### src/rtl/toggle_count_ctrl_pkg.sv
// Shared types for the toggle-flop counter controller.
package toggle_count_ctrl_pkg;

  localparam int WIDTH_DEF = 4;

  typedef enum logic [1:0] {
    IDLE,
    RUN,
    DONE
  } state_t;

endpackage

### src/rtl/toggle_count_ctrl_if.sv
// Control/status bundle between requester and counter controller.
// Optional pause input appears with TOGGLE_COUNT_CTRL_PAUSE_EN.
interface toggle_count_ctrl_if #(
  parameter int WIDTH = toggle_count_ctrl_pkg::WIDTH_DEF
);

  logic             start;
  logic             stop;
  logic             up_down;
  logic [WIDTH-1:0] limit;
  logic [WIDTH-1:0] q;
  logic             busy;
  logic             done;
`ifdef TOGGLE_COUNT_CTRL_PAUSE_EN
  logic             pause;

  modport master (
    output start, stop, up_down,
    output limit, pause,
    input  q, busy, done
  );

  modport slave (
    input  start, stop, up_down,
    input  limit, pause,
    output q, busy, done
  );
`else
  modport master (
    output start, stop, up_down,
    output limit,
    input  q, busy, done
  );

  modport slave (
    input  start, stop, up_down,
    input  limit,
    output q, busy, done
  );
`endif

endinterface

### src/rtl/toggle_count_ctrl_t_ff.sv
// Single T flip-flop with asynchronous active-high clear.
module t_ff (
  input  logic clk,
  input  logic reset,
  input  logic t,
  output logic q
);

  always_ff @(posedge clk or posedge reset) begin
    if (reset)  q <= 1'b0;
    else if (t) q <= ~q;
  end

endmodule

### src/rtl/toggle_count_ctrl.sv
// Start/stop up/down counter built from a T flip-flop bank.
// Define TOGGLE_COUNT_CTRL_PAUSE_EN to add a pause input.
module toggle_count_ctrl
  import toggle_count_ctrl_pkg::*;
#(
  parameter int WIDTH = WIDTH_DEF
) (
  input  logic clk,
  input  logic reset,
  toggle_count_ctrl_if.slave bus
);

  state_t           state;
  logic             dir;
  logic [WIDTH-1:0] lim;
  logic [WIDTH-1:0] cnt;
  logic [WIDTH-1:0] t;
  logic [WIDTH-1:0] target;
  logic [WIDTH-1:0] term;
  logic             busy_r;
  logic             done_r;
  logic             hold;
  logic             hit;
  logic             carry;

`ifdef TOGGLE_COUNT_CTRL_PAUSE_EN
  assign hold = bus.pause;
`else
  assign hold = 1'b0;
`endif

  assign target = bus.up_down ? '0 : bus.limit;
  assign term   = dir ? lim : '0;
  assign hit    = (cnt == term);

  // Counter moves only through toggle enables; load is q^target.
  always_comb begin
    t     = '0;
    carry = 1'b1;
    unique case (1'b1)
      (state == IDLE): begin
        if (bus.start) t = cnt ^ target;
      end
      (state == RUN): begin
        if (!bus.stop && !hold && !hit) begin
          for (int i = 0; i < WIDTH; i++) begin
            t[i]  = carry;
            carry = carry & (dir ? cnt[i] : ~cnt[i]);
          end
        end
      end
      default: t = '0;
    endcase
  end

  always_ff @(posedge clk or posedge reset) begin
    if (reset) begin
      state  <= IDLE;
      dir    <= 1'b0;
      lim    <= '0;
      busy_r <= 1'b0;
      done_r <= 1'b0;
    end else begin
      unique case (state)
        IDLE: begin
          if (bus.start) begin
            dir    <= bus.up_down;
            lim    <= bus.limit;
            state  <= RUN;
            busy_r <= 1'b1;
          end
        end
        RUN: begin
          if (bus.stop) begin
            state  <= IDLE;
            busy_r <= 1'b0;
          end else if (!hold && hit) begin
            state  <= DONE;
            busy_r <= 1'b0;
            done_r <= 1'b1;
          end
        end
        DONE: begin
          state  <= IDLE;
          done_r <= 1'b0;
        end
        default: begin
          state  <= IDLE;
          busy_r <= 1'b0;
          done_r <= 1'b0;
        end
      endcase
    end
  end

  for (genvar i = 0; i < WIDTH; i++) begin : g_bank
    t_ff u_tff (
      .clk   (clk),
      .reset (reset),
      .t     (t[i]),
      .q     (cnt[i])
    );
  end

  assign bus.q    = cnt;
  assign bus.busy = busy_r;
  assign bus.done = done_r;

endmodule

### src/flat_wrapper.sv
// flat-port wrapper written by rule: the top's interface ports become plain ports
module toggle_count_ctrl_flat import toggle_count_ctrl_pkg::*;
#(
  parameter int WIDTH = WIDTH_DEF
)
  (clk, reset, bus_start, bus_stop, bus_up_down, bus_limit, bus_q, bus_busy, bus_done);
  toggle_count_ctrl_if #(.WIDTH(WIDTH)) bus_i ();
  input  logic clk;
  input  logic reset;
  input wire logic [$bits(bus_i.start)-1:0] bus_start;
  input wire logic [$bits(bus_i.stop)-1:0] bus_stop;
  input wire logic [$bits(bus_i.up_down)-1:0] bus_up_down;
  input wire logic [$bits(bus_i.limit)-1:0] bus_limit;
  output wire logic [$bits(bus_i.q)-1:0] bus_q;
  output wire logic [$bits(bus_i.busy)-1:0] bus_busy;
  output wire logic [$bits(bus_i.done)-1:0] bus_done;
  assign bus_i.start = bus_start;
  assign bus_i.stop = bus_stop;
  assign bus_i.up_down = bus_up_down;
  assign bus_i.limit = bus_limit;
  assign bus_q = bus_i.q;
  assign bus_busy = bus_i.busy;
  assign bus_done = bus_i.done;
  toggle_count_ctrl #(.WIDTH(WIDTH)) u_core (.clk(clk), .reset(reset), .bus(bus_i));
endmodule
### config.mk
export PLATFORM = sky130hd
export DESIGN_NAME = toggle_count_ctrl_flat
export DESIGN_NICKNAME = d
export VERILOG_FILES = /design/src/rtl/toggle_count_ctrl_pkg.sv /design/src/rtl/toggle_count_ctrl_if.sv /design/src/rtl/toggle_count_ctrl_t_ff.sv /design/src/rtl/toggle_count_ctrl.sv /design/src/flat_wrapper.sv
export SDC_FILE = /design/constraint.sdc
export NUM_CORES = 1
export LEC_CHECK = 0
export ABC_AREA = 1
export BUFFER_PORTS_ARGS = -buffer_cell sky130_fd_sc_hd__buf_4
export CELL_PAD_IN_SITES_DETAIL_PLACEMENT = 1
export CELL_PAD_IN_SITES_GLOBAL_PLACEMENT = 2
export CORE_MARGIN = 2
export CORE_UTILIZATION = 28
export CTS_BUF_LIST = sky130_fd_sc_hd__clkbuf_16
export DETAILED_ROUTE_END_ITERATION = 12
export PLACE_DENSITY_LB_ADDON = 0.1
export SLEW_MARGIN = 30
export SYNTH_ARGS = -nofsm -noshare
export SYNTH_HDL_FRONTEND = slang
export SYNTH_HIERARCHICAL = 1
export SYNTH_SLANG_ARGS = --single-unit
### constraint.sdc
create_clock -name clk -period 1.42 [get_ports clk]
set_input_delay 0.213 -clock clk [delete_from_list [all_inputs] [get_ports clk]]
set_output_delay 0.213 -clock clk [all_outputs]
set_load 0.05 [all_outputs]
==> results by group, run 1 <==
Outcome
  • Outcome: complete, no violations

Global routing
  • Largest net degree at the start of global routing: 10
  • Initial antenna violation count: 0
  • First-pass GRT wire length: around 4000 um
  • Vias in the first global route: roughly 900
  • GRT Residual Overflow: 0
  • Total global-route track usage: 0.165

Logic synthesis
  • Synth Cell Area: 782 sq um
  • Post-synthesis sequential area ratio: 0.416
  • Synth area leader: dfrtp_1
  • YS warnings: 6
  • Top cells by area, synth: dfrtp_1, nand2_1, inv_1, nand3_1, o21ai_0
  • Average size of a mapped cell: 6.68 sq um
  • #FFs+latches synth: 13
  • Synth top area share: 0.416
  • Yosys cell types: 17
  • Syn Nets: 126
  • Mapped Cells: 117

Detailed routing
  • Routed Antenna Nets: 0
  • Via Count: 814
  • First-pass iteration count of the detailed router: 3
  • Vias/cell: 4.63
  • Wire per inst: roughly 14 um
  • 1st-iter DRT viols: 10
  • Remaining DRCs: 0
  • Routed wire length: 2390 um

Floorplan
  • Die footprint: 0.00323 sq mm
  • I/O pins: 15
  • Starting density of the core: 0.289
  • Core area: 0.00271 sq mm
  • Chip Height: 56.8 um
  • Die width: 56.8 um
  • Std-Cell Rows: 19

Clocking
  • CTS root buf: clkbuf_16
  • Clock Latency Late Sink: 0.24 ns
  • TritonCTS clock tree: yes
  • Maximum buffer depth of the clock tree: 2
  • CTS clk-pin slew, worst paths: 0.05 ns
  • H-tree Lvls: 1
  • Clk sinks: 13
  • CTS Buf Count: 3

Power and ir drop
  • Pwr/cell area: 2560 mW/mm^2
  • LEAKAGE: 0.000650 uW
  • Maximum vdd drop: 1.00 mV
  • Pwr Total: 2960 uW

Layout
  • Share of layout cells above drive strength 1: 0.303
  • Synthesis-to-finish area growth: 47.7%
  • Most frequent cells in the layout: nand2_1, inv_1, buf_4
  • Fillers: 359
  • # diodes: 0
  • Layout Nets: 155
  • Most common cell after layout, fill and taps aside: nand2_1

Critical path
  • CP max stage delay: 0.44 ns
  • Worst Setup Start Kind: flop
  • WP data arrival: 1.53 ns
  • Critical path, cell by cell: buf_4, nand2_1, nand2_1, nand2_1, nand2_1, inv_2, nand2_4, nand2_4, o31ai_2, nand2_1, nand2_1
  • Worst Path Buf+Inv: 2
  • Critical path capture point type: flop
  • Cell family with most CP delay: simple AND/OR/NAND/NOR gates
  • Slowest-stage cell, CP: dfrtp_2
  • Critical Path RT: between 1.5 and 2 ns
  • CP max FO: 5
  • Cell mode on critical path: nand2_1
  • Setup Crit Path Kind: reg2reg

Timing
  • Tcrit/Tclk final: 0.989
  • Tmin final: between 1 and 1.5 ns
  • Fmax: 712 MHz
  • Setup Skew: 0.00168 ns
  • Slew @ Worst Pin: 0.389 ns
  • Max_slew headroom: 0.739
  • Final setup fails: 0
  • Setup tns final: 0 ns
  • Pins Over Slew Limit: 0
  • Hold Violations, Final: 0
  • RSZ-0062 raised after global routing: true

Job
  • Maximum capacitance violations: 0

Place
  • Number of I/O port buffers: 14
  • Post-DP HPWL: 1660 um
  • RD Place Congestion: 0.767

Worst hold path
  • Worst Hold Class: in2reg
==> tightest hold or removal path: cells and delay by family <==
family / cells / cell delay [ns]
buffers and inverters: 1 / 0.09
and+or+nand+nor: 2 / 0.10
==> where the power goes <==
group	total, uW	switching, uW	leakage, uW	internal (uW)
logic	1680	1040	0.000454	640
clock network	523	152	0.0000423	371
registers	756	195	0.000153	561
==> final cells by class <==
cell class | instances | area (sq um) | area share
clock buffers | 3 | 75.1 | 0.0650
clock inverters | 1 | 3.75 | 0.00325
inverters | 28 | 105 | 0.0910
multi-input cells | 74 | 395 | 0.342
flip-flops and latches | 13 | 332 | 0.287
well taps | 31 | 38.8 | 0.0336
repair buffers | 26 | 205 | 0.178
==> flip-flops by register name, summed over array words and instances (netlist names) <==
signal                 cells
u_core/bus.done            1
u_core/state               2
u_core/lim                 4
u_core/g_bank.u_tff/q      4
u_core/bus.busy            1
u_core/dir                 1
==> path summary, 6_finish.rpt <==
kind / start / slack (ns) / cells after the start / to
setup / recovery: u_core/dir$_DFFE_PP0P_ / 0.02 / 11 / u_core/g_bank[0].u_tff/q$_DFFE_PP0P_
hold reg to reg: u_core/bus.busy$_DFFE_PP0P_ / 0.48 / 2 / u_core/bus.busy$_DFFE_PP0P_
min in group asynchronous: reset / 0.41 / 3 / u_core/g_bank[3].u_tff/q$_DFFE_PP0P_
hold / removal: bus_limit[1] / 0.19 / 3 / u_core/lim[1]$_DFFE_PP0P_
max in group asynchronous: reset / 0.56 / 3 / u_core/dir$_DFFE_PP0P_
setup reg to reg: u_core/dir$_DFFE_PP0P_ / 0.02 / 11 / u_core/g_bank[0].u_tff/q$_DFFE_PP0P_
==> cells by family after synthesis <==
logic type	count (synthesis)	synth area share
simple gates	59	0.317
buf+inv	30	0.154
compound gates	13	0.0912
flops	13	0.416
xor+xnor	2	0.0224
==> synth_stat cells <==
cell      number
clkbuf_1       1
buf_6          1
dfrtp_1       13
o21ai_0        8
o22ai_1        1
xor2_1         1
nand4_1        1
nand2_2        3
xnor2_1        1
a21oi_1        2
nor2_1         3
inv_1         28
nor2_2         1
o31ai_1        2
nand2_1       40
nand3_1        8
nor3_1         3
==> routing by layer <==
| layer | up-vias | part of all wire | global-route usage |
|---|---|---|---|
| met5 | - | 0 | 0 |
| met4 | 0 | 0.0055 | 0.0565 |
| met3 | 2 | 0.021 | 0.0300 |
| met2 | 7 | 0.52 | 0.289 |
| met1 | 396 | 0.45 | 0.201 |
| li1 | 409 | - | - |
==> timing repair <==
action	in CTS	in global routing
hold buffers	1	0
pin swaps	2	5
endpoints found under the hold margin	4	0
setup endpoints to repair	5	5
setup buffers	4	2
resized for setup	13	5
==> per-stage QoR <==
step | setup slack (ns) | hold WS, ns | utilization | instances | cell area, sq um
floorplan | 0.0390 | -0.0583 | - | 117 | 787
global placement | -0.0482 | 0.0940 | 0.352 | 165 | 953
detailed placement | -0.0967 | 0.0969 | 0.352 | 165 | 953
CTS | 0.00823 | 0.193 | 0.410 | 174 | 1110
global route | -0.0794 | 0.215 | 0.426 | 176 | 1150
finish | 0.0161 | 0.190 | 0.426 | 176 | 1150
(Power assumes the default switching activity.)
==> inputs of run 2 (changes only) <==
RECOVER_POWER = 25   (was unset)
==> run 2 against run 1 <==
Against the previous run: total power barely moved; via count did not move; sequential share of layout area rose by 0.094 points; first-iteration DRC count did not move; global-route usage did not move; routed wire length barely moved; utilization fell by 0.14 points; cell count did not move; worst setup slack barely moved; non-clock buffer count did not move; maximum frequency barely moved; register-to-register slack barely moved.
==> results by group, run 2 (synthesized netlist as in run 1, its figures left out) <==
Global routing
  • Met1 Usage GRT: 0.201 (unchanged)
  • GR peak layer: met2 (unchanged)
  • GR Util met3: 0.0300 (unchanged)
  • Vias in the first global route: 903 (unchanged)
  • First-pass GRT wire length: 4020 um (unchanged)
  • Initial antenna violation count: 0 (unchanged)
  • Met2 usage: 0.289 (unchanged)
  • GRT Residual Overflow: 0 (unchanged)
  • Total global-route track usage: 0.165 (unchanged)
  • Largest net degree at the start of global routing: 10 (unchanged)

Power and ir drop
  • Sw Share: 0.469 (about the same)
  • Internal power: 1570 uW (about the same)
  • Register share of total power: 0.255 (about the same)
  • Pwr/cell area: 2570 mW/mm^2 (was 2560 mW/mm^2)
  • Logic gate share of total power: 0.568 (about the same)
  • Clock network power share: 0.177 (about the same)
  • LEAKAGE: 0.000646 uW (was 0.000650 uW)
  • Net Sw Power: 1390 uW (about the same)
  • Pwr Total: 2960 uW (about the same)
  • Maximum vdd drop: 1.00 mV (about the same)

Critical path
  • Reg-to-reg startpoint: u_core/dir$_DFFE_PP0P_ (unchanged)
  • R2R cell count: 11 (unchanged)
  • R2R Setup Slk: 0.02 ns (about the same)
  • Reg-to-reg endpoint: u_core/g_bank[0].u_tff/q$_DFFE_PP0P_ (unchanged)
  • Worst Setup Start Kind: flop (unchanged)
  • Crit path capture: u_core/g_bank[0].u_tff/q$_DFFE_PP0P_ (unchanged)
  • Crit path launch: u_core/dir$_DFFE_PP0P_ (unchanged)
  • Setup Crit Path Kind: reg2reg (unchanged)
  • Critical path capture point type: flop (unchanged)
  • Critical Path RT: 1.55 ns (about the same)
  • WP data arrival: 1.53 ns (about the same)
  • CP max FO: 5 (unchanged)

Timing
  • Pins Over Slew Limit: 0 (unchanged)
  • Tcrit/Tclk final: 0.989 (about the same)
  • Slew @ Worst Pin: 0.389 ns (unchanged)
  • RSZ-0062 raised after global routing: true (unchanged)
  • Hold Violations, Final: 0 (unchanged)
  • Fmax: 712 MHz (about the same)
  • WHS: 0.190 ns (unchanged)
  • Final setup fails: 0 (unchanged)
  • Tmin final: 1.40 ns (about the same)
  • Setup Skew: 0.00151 ns (was 0.00168 ns)
  • Max_slew headroom: 0.739 (unchanged)

Clocking
  • CTS root buf: clkbuf_16 (unchanged)
  • Maximum buffer depth of the clock tree: 2 (unchanged)
  • H-tree Lvls: 1 (unchanged)
  • CTS clk-pin slew, worst paths: 0.05 ns (about the same)
  • Clk sinks: 13 (unchanged)
  • CTS Buf Count: 3 (unchanged)
  • Clock Latency Late Sink: 0.24 ns (about the same)
  • TritonCTS clock tree: yes (unchanged)

Floorplan
  • Std-Cell Rows: 19 (unchanged)
  • Die footprint: 0.00323 sq mm (unchanged)
  • Core area: 0.00271 sq mm (unchanged)
  • Starting density of the core: 0.289 (unchanged)
  • I/O pins: 15 (unchanged)
  • Chip Height: 56.8 um (unchanged)
  • Die width: 56.8 um (unchanged)

Layout
  • Regs by FF count: u_core/g_bank.u_tff/q: 4 flops, u_core/lim: 4 flops, u_core/state: 2 flops (unchanged)
  • # diodes: 0 (unchanged)
  • Final core occ: 0.425 (was 0.426)
  • Layout Nets: 155 (unchanged)
  • Synthesis-to-finish area growth: 47.2% (was 47.7%)
  • Most frequent cells in the layout: nand2_1, inv_1, buf_4 (unchanged)
  • Non-Filler Instances: 176 (unchanged)
  • Most common cell after layout, fill and taps aside: nand2_1 (unchanged)
  • Share of layout cells above drive strength 1: 0.297 (was 0.303)
  • Finished Cell Area: 0.00115 sq mm (about the same)

Place
  • RD Place Congestion: 0.767 (unchanged)
  • Placed Area: 953 sq um (unchanged)
  • Dpl cells: 165 (unchanged)
  • Number of I/O port buffers: 14 (unchanged)
  • Post-DP HPWL: 1660 um (unchanged)

Detailed routing
  • First-pass iteration count of the detailed router: 3 (unchanged)
  • Vias/cell: 4.63 (unchanged)
  • Remaining DRCs: 0 (unchanged)
  • Via Count: 814 (unchanged)
  • Wire per inst: 13.5 um (was 13.6 um)
  • Routed Antenna Nets: 0 (unchanged)
  • Routed wire length: 2380 um (was 2390 um)
  • 1st-iter DRT viols: 10 (unchanged)

Job
  • Maximum capacitance violations: 0 (unchanged)

Worst hold path
  • Worst Hold Class: in2reg (unchanged)

Outcome
  • Outcome: complete, no violations (unchanged)
-- run 2: cell count changes in the layout (fill, tap and decap cells not counted), sizes merged --
cell | before | now
clkbuf | 3 | 4
buf | 25 | 24
-- run 2: worst min path at each step --
stage	to	depth (start not counted)	start	slack (ns)
floorplan	u_core/g_bank[0].u_tff/q$_DFFE_PP0P_	1	reset	-0.06
global route	u_core/lim[1]$_DFFE_PP0P_	3	bus_limit[1]	0.21
global placement	u_core/g_bank[3].u_tff/q$_DFFE_PP0P_	2	reset	0.09
finish	u_core/lim[1]$_DFFE_PP0P_	3	bus_limit[1]	0.19
CTS	u_core/lim[1]$_DFFE_PP0P_	3	bus_limit[1]	0.19
detailed placement	u_core/g_bank[3].u_tff/q$_DFFE_PP0P_	2	reset	0.1
-- run 2: per-stage QoR --
step | setup WS, ns | setup TNS, ns
floorplan | 0.0390 | 0
global placement | -0.0482 | -0.0482
detailed placement | -0.0967 | -0.347
CTS | 0.00823 | 0
global route | -0.0794 | -0.361
finish | 0.0161 | 0
-- run 2: routing by layer --
| layer | wire [um] | part of all wire |
|---|---|---|
| met1 | 1080 | 0.45 |
| met2 | 1240 | 0.52 |
| met3 | 49 | 0.021 |
| met4 | 13 | 0.0055 |
| met5 | 0 | 0 |
-- run 2: final cells by class --
class | count | area [sq um]
Sequential cell | 13 | 332
Inverter | 28 | 105
Multi-Input combinational cell | 74 | 395
Clock buffer | 3 | 75.1
Clock inverter | 1 | 3.75
Tap cell | 31 | 38.8
Timing Repair Buffer | 26 | 201
Fill cell | 360 | 1560
-- run 2: what timing repair did --
item | CTS | global route
setup endpoints to repair | 5 | 5
hold buffers | 1 | 0
pin swaps | 2 | 5
gates resized for setup | 13 | 5
hold endpoints to repair | 4 | 0
setup buffers | 4 | 2
cloned | 0 | 0
-- run 2: power by group through the flow --
stage	Combinational, uW	Sequential, uW	Clock (uW)
6_report	1680	756	523
5_1_grt	1850	796	561
4_1_cts	1570	753	546
3_5_place_dp	1280	803	0
3_3_place_gp	1240	791	0
2_1_floorplan	673	1010	0
-- run 2: critical path, cell delays in order, from the launching register on --
cell and delay, ns:
dfrtp_2 0.44, buf_4 0.15, nand2_1 0.06, nand2_1 0.05, nand2_1 0.06, nand2_1 0.07
inv_2 0.08, nand2_4 0.07, nand2_4 0.10, o31ai_2 0.08, nand2_1 0.08, nand2_1 0.05
==> inputs of run 3 (changes only) <==
BUFFER_PORTS_ARGS = unset   (was -buffer_cell sky130_fd_sc_hd__buf_4)
CORE_UTILIZATION = 32   (was 28)
DONT_BUFFER_PORTS = 1   (was unset)
MAX_ROUTING_LAYER = met4   (was unset)
SKIP_LAST_GASP = 1   (was unset)
==> run 3 against run 2 <==
Against the previous run: total power decreased by 1.9%; maximum frequency increased by 2.2%; clock power increased by 3%; worst setup slack improved by 0.030 ns; cell area decreased by 7.2%; critical path depth unchanged; cell count decreased by 9.7%; via count decreased by 6.6%; register-to-register slack improved by 0.03 ns; clock-buffer cell count unchanged; clock skew about the same; die area decreased by 12%.
==> results by group, run 3 (synthesized netlist as in run 1, its figures left out) <==
Outcome
  • Outcome: complete, no violations (unchanged)

Place
  • RD Place Congestion: 0.840 (was 0.767)
  • Post-DP HPWL: 1520 um (was 1660 um)
  • Number of I/O port buffers: 0 (was 14)

Power and ir drop
  • Net Sw Power: 1390 uW (about the same)
  • LEAKAGE: 0.000591 uW (was 0.000646 uW)
  • Register share of total power: 0.293 (was 0.255)
  • Pwr/cell area: 2720 mW/mm^2 (was 2570 mW/mm^2)
  • Logic gate share of total power: 0.522 (was 0.568)
  • Clock network power share: 0.185 (was 0.177)
  • Maximum vdd drop: 1.48 mV (was 1.00 mV)
  • Internal power: 1510 uW (was 1570 uW)
  • Sw Share: 0.479 (was 0.469)

Layout
  • Layout Nets: 141 (was 155)
  • # diodes: 0 (unchanged)
  • Area taken by multi-input logic gates: 405 sq um (was 395 sq um)
  • Most common cell after layout, fill and taps aside: nand2_1 (unchanged)
  • Regs by FF count: u_core/g_bank.u_tff/q: 4 flops, u_core/lim: 4 flops, u_core/state: 2 flops (unchanged)
  • Sequential standard cell area: 332 sq um (unchanged)
  • Fillers: 293 (was 360)
  • Share of layout cells above drive strength 1: 0.275 (was 0.297)
  • Most frequent cells in the layout: nand2_1, inv_1, buf_4, dfrtp_1 (was nand2_1, inv_1, buf_4)
  • Synthesis-to-finish area growth: 36.6% (was 47.2%)
  • Final core occ: 0.474 (was 0.425)

Worst hold path
  • Worst Hold Class: in2reg (unchanged)
  • Hold path cells: 2 (was 3)
  • Worst Hold End: u_core/lim[1]$_DFFE_PP0P_ (unchanged)
  • Hold_sp: bus_limit[1] (unchanged)

Timing
  • Fmax: 728 MHz (was 712 MHz)
  • Final setup fails: 0 (unchanged)
  • Setup Skew: 0.00106 ns (was 0.00151 ns)
  • Slew @ Worst Pin: 0.463 ns (was 0.389 ns)
  • Tmin final: 1.37 ns (was 1.40 ns)
  • RSZ-0062 raised after global routing: true (unchanged)
  • Pins Over Slew Limit: 0 (unchanged)
  • Max_slew headroom: 0.691 (was 0.739)
  • Setup tns final: 0 ns (unchanged)
  • Tcrit/Tclk final: 0.967 (was 0.989)
  • Hold Violations, Final: 0 (unchanged)

Critical path
  • Reg-to-reg endpoint: u_core/g_bank[1].u_tff/q$_DFFE_PP0P_ (was u_core/g_bank[0].u_tff/q$_DFFE_PP0P_)
  • Reg-to-reg startpoint: u_core/dir$_DFFE_PP0P_ (unchanged)
  • R2R Setup Slk: 0.05 ns (was 0.02 ns)
  • CP max FO: 6 (was 5)
  • Setup Crit Path Kind: reg2reg (unchanged)
  • Worst Setup Start Kind: flop (unchanged)
  • R2R cell count: 11 (unchanged)
  • Critical path capture point type: flop (unchanged)
  • WP data arrival: 1.51 ns (was 1.53 ns)
  • Critical Path RT: 1.55 ns (about the same)

Detailed routing
  • Wire per inst: 13.6 um (was 13.5 um)
  • Via Count: 760 (was 814)
  • Remaining DRCs: 0 (unchanged)
  • First-pass iteration count of the detailed router: 4 (was 3)
  • 1st-iter DRT viols: 4 (was 10)
  • Routed wire length: 2160 um (was 2380 um)
  • Vias/cell: 4.78 (was 4.63)
  • Routed Antenna Nets: 0 (unchanged)

Clocking
  • Maximum buffer depth of the clock tree: 2 (unchanged)
  • Clk sinks: 13 (unchanged)
  • TritonCTS clock tree: yes (unchanged)
  • H-tree Lvls: 1 (unchanged)
  • CTS root buf: clkbuf_16 (unchanged)
  • CTS Buf Count: 3 (unchanged)
  • CTS clk-pin slew, worst paths: 0.05 ns (about the same)
  • Clock Latency Late Sink: 0.24 ns (about the same)

Global routing
  • GRT Residual Overflow: 0 (unchanged)
  • First-pass GRT wire length: 3480 um (was 4020 um)
  • Vias in the first global route: 748 (was 903)
  • Total global-route track usage: 0.183 (was 0.165)
  • Largest net degree at the start of global routing: 12 (was 10)
  • Initial antenna violation count: 0 (unchanged)

Floorplan
  • Std-Cell Rows: 17 (was 19)
  • Die width: 53.4 um (was 56.8 um)
  • Die footprint: 0.00286 sq mm (was 0.00323 sq mm)
  • Starting density of the core: 0.347 (was 0.289)
  • Core area: 0.00225 sq mm (was 0.00271 sq mm)
  • Chip Height: 53.4 um (was 56.8 um)
  • I/O pins: 15 (unchanged)

Job
  • Maximum capacitance violations: 0 (unchanged)
[run 3: what timing repair did]
action / 4_1_cts / 5_1_grt
setup buffers: 3 / 1
hold buffers: 1 / 0
setup endpoints to repair: 5 / 5
pin swaps: 0 / 11
endpoints found under the hold margin: 13 / 0
resized for setup: 2 / 22
[run 3: cell type report]
class	count	area share
Multi-Input combinational cell	74	0.379
Timing Repair Buffer	12	0.105
Inverter	28	0.0984
Clock inverter	1	0.00351
Clock buffer	3	0.0703
Sequential cell	13	0.310
Tap cell	28	0.0328
[run 3: how the worst max path moves through the flow]
stage                                                 endpoint  slack [ns]  cells past startpoint                                  from
after global placement    u_core/g_bank[1].u_tff/q$_DFFE_PP0P_       -0.07                     11                u_core/dir$_DFFE_PP0P_
after detailed placement  u_core/g_bank[1].u_tff/q$_DFFE_PP0P_       -0.13                     11                u_core/dir$_DFFE_PP0P_
after global routing      u_core/g_bank[1].u_tff/q$_DFFE_PP0P_       -0.07                     12                u_core/dir$_DFFE_PP0P_
final                     u_core/g_bank[1].u_tff/q$_DFFE_PP0P_        0.05                     11                u_core/dir$_DFFE_PP0P_
after floorplan           u_core/g_bank[1].u_tff/q$_DFFE_PP0P_        0.04                     11  u_core/g_bank[2].u_tff/q$_DFFE_PP0P_
after CTS                 u_core/g_bank[1].u_tff/q$_DFFE_PP0P_        0.01                     11                u_core/dir$_DFFE_PP0P_
[run 3: power groups by stage]
stage	clock network (uW)	registers (uW)	logic, uW
final	537	852	1510
after CTS	555	830	1280
after global routing	574	885	1680
after detailed placement	0	860	1130
after global placement	0	863	1100
after floorplan	0	1010	673
[run 3: critical path, stage by stage (launching register included)]
cell	delay (ns)
dfrtp_2	0.42
buf_6	0.14
nand3_2	0.06
nand2_1	0.06
nand2_2	0.06
inv_2	0.05
nand2_4	0.07
nand2_4	0.08
o22ai_4	0.15
inv_1	0.06
nand2_1	0.05
nand2_1	0.05
[run 3: metrics by stage]
stage	instances	instance area, sq um	setup slack, ns	power (uW)	hold WS [ns]
floorplan	117	787	0.0390	1680	-0.0583
global placement	150	860	-0.0664	1960	-0.0567
detailed placement	150	860	-0.128	1990	-0.0556
CTS	158	988	0.00993	2660	0.0809
global route	159	1070	-0.0654	3130	0.0797
finish	159	1070	0.0464	2900	0.0854
[run 3: layer usage]
layer  routed length [um]  global-route usage  up-vias
li1                     -                   -      383
met1                  976               0.218      363
met5                    0                   -        -
met2                 1100               0.296       12
met4                    8              0.0385        0
met3                   77              0.0678        2
